## src/rtl/dot_prod_stream.sv

```systemverilog
// rtl/dot_prod_stream.sv - sample-serial pipelined complex dot product with streaming result
//
// Accumulates sum over LENGTH beats of x*y (conj_mode=0) or x*conj(y) (conj_mode=1).
// The mode is latched on the first beat of each vector.
// Pipeline: products -> re/im combine -> accumulate/output, so the result appears
// three cycles after the last beat is accepted.
//
// Ports:
//   clk, reset             rising-edge clock, synchronous active-high reset
//   conj_mode              conjugate select, sampled on the first beat of a vector
//   m_axis_x_tvalid/tready x sample handshake; xi/xq are signed XI_BITS
//   m_axis_y_tvalid/tready y sample handshake; yi/yq are signed YI_BITS
//   s_axis_tvalid          result valid
//   m_axis_product_tready  downstream ready
//   i, q                   signed ACC_BITS result
module dot_prod_stream #(
  parameter int XI_BITS = 12,
  parameter int YI_BITS = 12,
  parameter int LENGTH  = 16,
  localparam int P        = XI_BITS + YI_BITS,
  localparam int ACC_BITS = P + 1 + $clog2(LENGTH)
) (
  input  logic                       clk,
  input  logic                       reset,
  input  logic                       conj_mode,
  input  logic                       m_axis_x_tvalid,
  output logic                       m_axis_x_tready,
  input  logic signed [XI_BITS-1:0]  xi,
  input  logic signed [XI_BITS-1:0]  xq,
  input  logic                       m_axis_y_tvalid,
  output logic                       m_axis_y_tready,
  input  logic signed [YI_BITS-1:0]  yi,
  input  logic signed [YI_BITS-1:0]  yq,
  output logic                       s_axis_tvalid,
  input  logic                       m_axis_product_tready,
  output logic signed [ACC_BITS-1:0] i,
  output logic signed [ACC_BITS-1:0] q
);

  localparam int CNT_W = (LENGTH > 1) ? $clog2(LENGTH) : 1;
  localparam logic [CNT_W-1:0] LAST_CNT = CNT_W'(LENGTH - 1);

  // Beat counter and latched mode
  logic [CNT_W-1:0] cnt_q, cnt_d;
  logic             mode_q, mode_d;

  // Stage 1: raw products and beat flags
  logic             s1_valid_q, s1_valid_d;
  logic             s1_first_q, s1_first_d;
  logic             s1_last_q, s1_last_d;
  logic             s1_mode_q, s1_mode_d;
  logic signed [P-1:0] s1_pii_q, s1_pii_d;
  logic signed [P-1:0] s1_pqq_q, s1_pqq_d;
  logic signed [P-1:0] s1_pqi_q, s1_pqi_d;
  logic signed [P-1:0] s1_piq_q, s1_piq_d;

  // Stage 2: combined real/imaginary terms
  logic             s2_valid_q, s2_valid_d;
  logic             s2_first_q, s2_first_d;
  logic             s2_last_q, s2_last_d;
  logic signed [P:0] s2_re_q, s2_re_d;
  logic signed [P:0] s2_im_q, s2_im_d;

  // Stage 3: accumulator and output register
  logic signed [ACC_BITS-1:0] acc_re_q, acc_re_d;
  logic signed [ACC_BITS-1:0] acc_im_q, acc_im_d;
  logic signed [ACC_BITS-1:0] i_q, i_d;
  logic signed [ACC_BITS-1:0] q_q, q_d;
  logic                       out_valid_q, out_valid_d;

  logic en;
  logic beat;
  logic first_beat;
  logic last_beat;
  logic beat_mode;
  logic signed [ACC_BITS-1:0] sum_re;
  logic signed [ACC_BITS-1:0] sum_im;

  // A held, unaccepted result freezes every stage so nothing is lost.
  assign en              = !(out_valid_q && !m_axis_product_tready);
  assign m_axis_x_tready = en && !reset;
  assign m_axis_y_tready = en && !reset;
  assign beat            = m_axis_x_tvalid && m_axis_y_tvalid && en && !reset;

  assign first_beat = (cnt_q == '0);
  assign last_beat  = (cnt_q == LAST_CNT);
  // First beat uses the live mode; later beats reuse the one latched on beat 0.
  assign beat_mode  = first_beat ? conj_mode : mode_q;

  // First beat of a vector restarts the sum instead of adding to stale acc.
  assign sum_re = s2_first_q ? ACC_BITS'(s2_re_q) : acc_re_q + ACC_BITS'(s2_re_q);
  assign sum_im = s2_first_q ? ACC_BITS'(s2_im_q) : acc_im_q + ACC_BITS'(s2_im_q);

  always_comb begin
    cnt_d       = cnt_q;
    mode_d      = mode_q;
    s1_valid_d  = s1_valid_q;
    s1_first_d  = s1_first_q;
    s1_last_d   = s1_last_q;
    s1_mode_d   = s1_mode_q;
    s1_pii_d    = s1_pii_q;
    s1_pqq_d    = s1_pqq_q;
    s1_pqi_d    = s1_pqi_q;
    s1_piq_d    = s1_piq_q;
    s2_valid_d  = s2_valid_q;
    s2_first_d  = s2_first_q;
    s2_last_d   = s2_last_q;
    s2_re_d     = s2_re_q;
    s2_im_d     = s2_im_q;
    acc_re_d    = acc_re_q;
    acc_im_d    = acc_im_q;
    i_d         = i_q;
    q_d         = q_q;
    out_valid_d = out_valid_q;

    if (beat) begin
      cnt_d = last_beat ? '0 : cnt_q + CNT_W'(1);
      if (first_beat) begin
        mode_d = conj_mode;
      end
    end

    // Consumed result drops valid; a load below in the same cycle overrides this.
    if (out_valid_q && m_axis_product_tready) begin
      out_valid_d = 1'b0;
    end

    if (en) begin
      s1_valid_d = beat;
      s1_first_d = first_beat;
      s1_last_d  = last_beat;
      s1_mode_d  = beat_mode;
      s1_pii_d   = P'(xi) * P'(yi);
      s1_pqq_d   = P'(xq) * P'(yq);
      s1_pqi_d   = P'(xq) * P'(yi);
      s1_piq_d   = P'(xi) * P'(yq);

      s2_valid_d = s1_valid_q;
      s2_first_d = s1_first_q;
      s2_last_d  = s1_last_q;
      if (s1_mode_q) begin
        s2_re_d = (P + 1)'(s1_pii_q) + (P + 1)'(s1_pqq_q);
        s2_im_d = (P + 1)'(s1_pqi_q) - (P + 1)'(s1_piq_q);
      end else begin
        s2_re_d = (P + 1)'(s1_pii_q) - (P + 1)'(s1_pqq_q);
        s2_im_d = (P + 1)'(s1_pqi_q) + (P + 1)'(s1_piq_q);
      end

      if (s2_valid_q) begin
        acc_re_d = sum_re;
        acc_im_d = sum_im;
        if (s2_last_q) begin
          i_d         = sum_re;
          q_d         = sum_im;
          out_valid_d = 1'b1;
        end
      end
    end
  end

  always_ff @(posedge clk) begin
    if (reset) begin
      cnt_q       <= '0;
      mode_q      <= 1'b0;
      s1_valid_q  <= 1'b0;
      s1_first_q  <= 1'b0;
      s1_last_q   <= 1'b0;
      s1_mode_q   <= 1'b0;
      s1_pii_q    <= '0;
      s1_pqq_q    <= '0;
      s1_pqi_q    <= '0;
      s1_piq_q    <= '0;
      s2_valid_q  <= 1'b0;
      s2_first_q  <= 1'b0;
      s2_last_q   <= 1'b0;
      s2_re_q     <= '0;
      s2_im_q     <= '0;
      acc_re_q    <= '0;
      acc_im_q    <= '0;
      i_q         <= '0;
      q_q         <= '0;
      out_valid_q <= 1'b0;
    end else begin
      cnt_q       <= cnt_d;
      mode_q      <= mode_d;
      s1_valid_q  <= s1_valid_d;
      s1_first_q  <= s1_first_d;
      s1_last_q   <= s1_last_d;
      s1_mode_q   <= s1_mode_d;
      s1_pii_q    <= s1_pii_d;
      s1_pqq_q    <= s1_pqq_d;
      s1_pqi_q    <= s1_pqi_d;
      s1_piq_q    <= s1_piq_d;
      s2_valid_q  <= s2_valid_d;
      s2_first_q  <= s2_first_d;
      s2_last_q   <= s2_last_d;
      s2_re_q     <= s2_re_d;
      s2_im_q     <= s2_im_d;
      acc_re_q    <= acc_re_d;
      acc_im_q    <= acc_im_d;
      i_q         <= i_d;
      q_q         <= q_d;
      out_valid_q <= out_valid_d;
    end
  end

  assign s_axis_tvalid = out_valid_q;
  assign i             = i_q;
  assign q             = q_q;

endmodule

```

## config.mk

```make
export PLATFORM = sky130hd
export DESIGN_NAME = dot_prod_stream
export DESIGN_NICKNAME = d
export VERILOG_FILES = /design/src/rtl/dot_prod_stream.sv
export SDC_FILE = /design/constraint.sdc
export NUM_CORES = 2
export LEC_CHECK = 0
export BUFFER_PORTS_ARGS = -buffer_cell sky130_fd_sc_hd__buf_2
export CAP_MARGIN = 30
export CORE_AREA = 2 2 309 250
export CTS_BUF_LIST = sky130_fd_sc_hd__clkbuf_2 sky130_fd_sc_hd__clkbuf_4 sky130_fd_sc_hd__clkbuf_8
export DETAILED_ROUTE_END_ITERATION = 6
export DIE_AREA = 0 0 311 252
export GPL_ROUTABILITY_DRIVEN = 0
export PLACE_DENSITY = 0.74
export SLEW_MARGIN = 10
export SYNTH_ARGS = -nofsm -noshare
export SYNTH_HDL_FRONTEND = slang
export SYNTH_SLANG_ARGS = --single-unit
```

## constraint.sdc

```tcl
create_clock -name clk -period 19.68 [get_ports clk]
set_clock_uncertainty 0.05 [all_clocks]
set_input_delay 3.936 -clock clk [delete_from_list [all_inputs] [get_ports clk]]
set_output_delay 3.936 -clock clk [all_outputs]
set_load 0.03 [all_outputs]
```

==> out/metrics.cfg <==
[clocking]
clock-sinks=275
cts_buffer_depth=3
clock-root-buffer=clkbuf_8
cts_tree=built
h-tree-depth=2
post_cts_buffers=0
hold_buffers=0
clk_latency_ns=0.61
clk_pin_slew_worst_paths_ns=0.07
postCtsResizedCells=0
cts_buffers=47

[floorplanning]
start_util=0.497
rows=90
boundaryPins=115
core_um2=75000
dieArea_um2=78400
die_w_um=311
fp.dieH_um=252

[power_and_ir_drop]
p_total_w=0.00709
seqPwrFrac=0.119
internal-power_w=0.00344
switchingPower_w=0.00365
irDropWorstVdd_v=0.000192
swShare=0.514
comb_power_share=0.788
powerDensity_nw_per_um2=178
pwr-share-clk=0.093
leakagePower_nw=19.3

[setup_path]
r2r.worst_path.cells=15
ff2ff_setup_slack_ns=15.22
cp_max_fo=24
crit_arrival_ns=9.55
setup.worst_path.class=input pin to flop
cp-start-kind=input pin
r2r-end=s2_re_q[23]$_SDFFE_PP0N_
r2r-start=s1_pqq_q[2]$_SDFFE_PP0N_
cp-end-kind=flop
critPathRequiredTime_ns=20.10

[logic_synthesis]
synth_area_leader_cell=fa_1
synthArstFlopShare=0
synth_warnings=0
synth_seq_area_share=0.148
yosys_most_used_dff=dfxtp_1
synth.area.top_cells=fa_1 (30%), dfxtp_1 (15%), ha_1 (10%), inv_1 (7.2%), nand2_1 (6.7%)
syn-instance-count=4474
synth_edf_count=0
syn-cell-area_um2=37300
synth_nets=5396
syn_area_per_cell_um2=8.33
synth-seq-cells=275
synth_top_area_frac=0.299
synth_cell_type_count=81

[final_layout]
area_delta_synth_final_pct=6.64
final_net_count=5373
mostFrequentLayoutCell=inv_1
fillers=6975
drive_gt1_frac=0.0575
multi_input_area_um2=28400
final_cell_mix=inv_1 (712), nand2_1 (670), fa_1 (556)
regArea_um2=5510

[routing]
wl_um=95300
route.vias.total=30358
firstDrtPassIters=7
routedWlPerCell_um=17.3
drtIter0Drc=1977
detail-route-antenna-nets=0
drc=0
via_per_inst=5.52

[min_path]
worstHoldPathCells=2
min-delay-start=s1_first_q$_SDFFE_PP0N_
min_to=s1_first_q$_SDFFE_PP0N_
hold_class=flop to flop

[sta]
timing.fmax_mhz=109
finalCritPeriodShare=0.464
finalSetupTns_ns=0
finalSetupViolations=0
period_minus_slack_ns=9.13
max_slew_margin=0.360
hold_violations=0
worstMarginPinSlew_ns=0.959
maxSlewViolCount=0
rsz0062_at_grt=no
timing.hold.ws_ns=0.404

[global_route]
antenna_found_initial=3
groute.usage.overall=0.251
gr-total-overflow=0
busiest_layer=met2
met1_usage=0.320
gr-usage-met2=0.433
grt_pass1_wl_um=161000
grt_max_degree=100
met3_usage=0.0474
grt_pass1_vias=31718

[flow_run]
cap_violations=0

[placement]
hpwl_um=72000
io_buffer_count=114

[status]
status=complete, no violations

[worst max-delay path by stage]
stage / from / depth (start not counted) / to
after floorplan: m_axis_product_tready / 7 / m_axis_y_tready
after global placement: yi[1] / 20 / s1_pqi_q[23]$_SDFFE_PP0N_
after detailed placement: yi[1] / 20 / s1_pii_q[23]$_SDFFE_PP0N_
after CTS: yi[1] / 20 / s1_pii_q[23]$_SDFFE_PP0N_
after global routing: yi[1] / 20 / s1_pii_q[23]$_SDFFE_PP0N_
final: yi[1] / 20 / s1_pii_q[23]$_SDFFE_PP0N_
[logic make-up after synthesis]
| logic type | Yosys count | share of synthesized area |
|---|---|---|
| AND/OR/NAND/NOR | 1368 | 0.167 |
| XOR/XNOR | 198 | 0.0465 |
| buffers and inverters | 920 | 0.0927 |
| AO/OA/AOI/OAI | 823 | 0.137 |
| flip-flops | 275 | 0.148 |
| adder cells (fa/ha/maj) | 868 | 0.403 |
| multiplexers | 22 | 0.00601 |
[power groups by stage]
| stage | clock network [W] | logic [W] | registers (W) |
|---|---|---|---|
| finish | 0.000660 | 0.00559 | 0.000843 |
| global route | 0.000692 | 0.00632 | 0.000855 |
| CTS | 0.000670 | 0.00557 | 0.000841 |
| detailed placement | 0 | 0.00554 | 0.000853 |
| global placement | 0 | 0.00544 | 0.000850 |
| floorplan | 0 | 0.00418 | 0.000795 |
[registers in the layout (all words and copies together), names as in the netlist, 4 cells and up]
name	flops
i	29
s1_piq_q	24
s1_pqi_q	24
acc_im_q	29
s2_re_q	25
s2_im_q	25
s1_pqq_q	24
cnt_q	4
s1_pii_q	24
q	29
acc_re_q	29
[critical path: stages]
cell	delay (ns)
buf_2	0.59
nand2_1	0.20
fa_1	0.54
inv_1	0.05
ha_1	0.54
inv_1	0.18
fa_1	0.51
inv_1	0.06
fa_1	0.52
inv_1	0.05
fa_1	0.55
inv_1	0.06
ha_1	0.33
o21ai_0	0.20
nand2b_1	0.08
a21oi_1	0.23
a211oi_1	0.12
o31ai_1	0.32
a21oi_1	0.13
o311a_1	0.33
[synthesized netlist by cell type (all sizes together), types with 6 or more instances]
master and n:
inv 713, nand2 670, fa 556, ha 312, a21oi 300, dfxtp 275, nor2 241, clkbuf 185
o21ai 179, and2 175, xnor2 130, a211oi 76, xor2 68, nor3 67, a21o 61, nand3 53
nand2b 36, a31oi 31, o21a 26, o21bai 26, or3 21, buf 20, nor2b 20, mux2i 19
and3 17, nand4 14, nor4 13, o211ai 13, a211o 12, a21boi 11, o31ai 10, or2 10
a31o 7, a41oi 7, and4 7, o31a 6, o41ai 6
[final cells by class]
| type | count | area share |
|---|---|---|
| clock buffer | 63 | 0.0209 |
| antenna | 2 | 0.000126 |
| inverter | 715 | 0.0675 |
| tap | 1012 | 0.0318 |
| multi-input combinational | 3279 | 0.713 |
| clock inverter | 25 | 0.00909 |
| sequential | 275 | 0.138 |
| timing repair buffer | 133 | 0.0191 |
[stage by stage]
step | cells | util | cell area [um2] | setup slack (ns)
final | 5504 | 0.530 | 39800 | 10.55
after global routing | 5503 | 0.530 | 39800 | 10.25
after CTS | 5501 | 0.530 | 39700 | 10.66
after detailed placement | 5413 | 0.514 | 38500 | 10.07
after global placement | 5412 | 0.514 | 38500 | 10.17
after floorplan | 4474 | - | 37300 | 10.24
[layer usage]
layer | vias up | part of all wire
met2 | 938 | 0.47
met1 | 14950 | 0.42
met4 | 0 | 0.031
met3 | 165 | 0.075
met5 | - | 0
li1 | 14305 | -
Note: power is estimated with default switching activity, not from simulation.
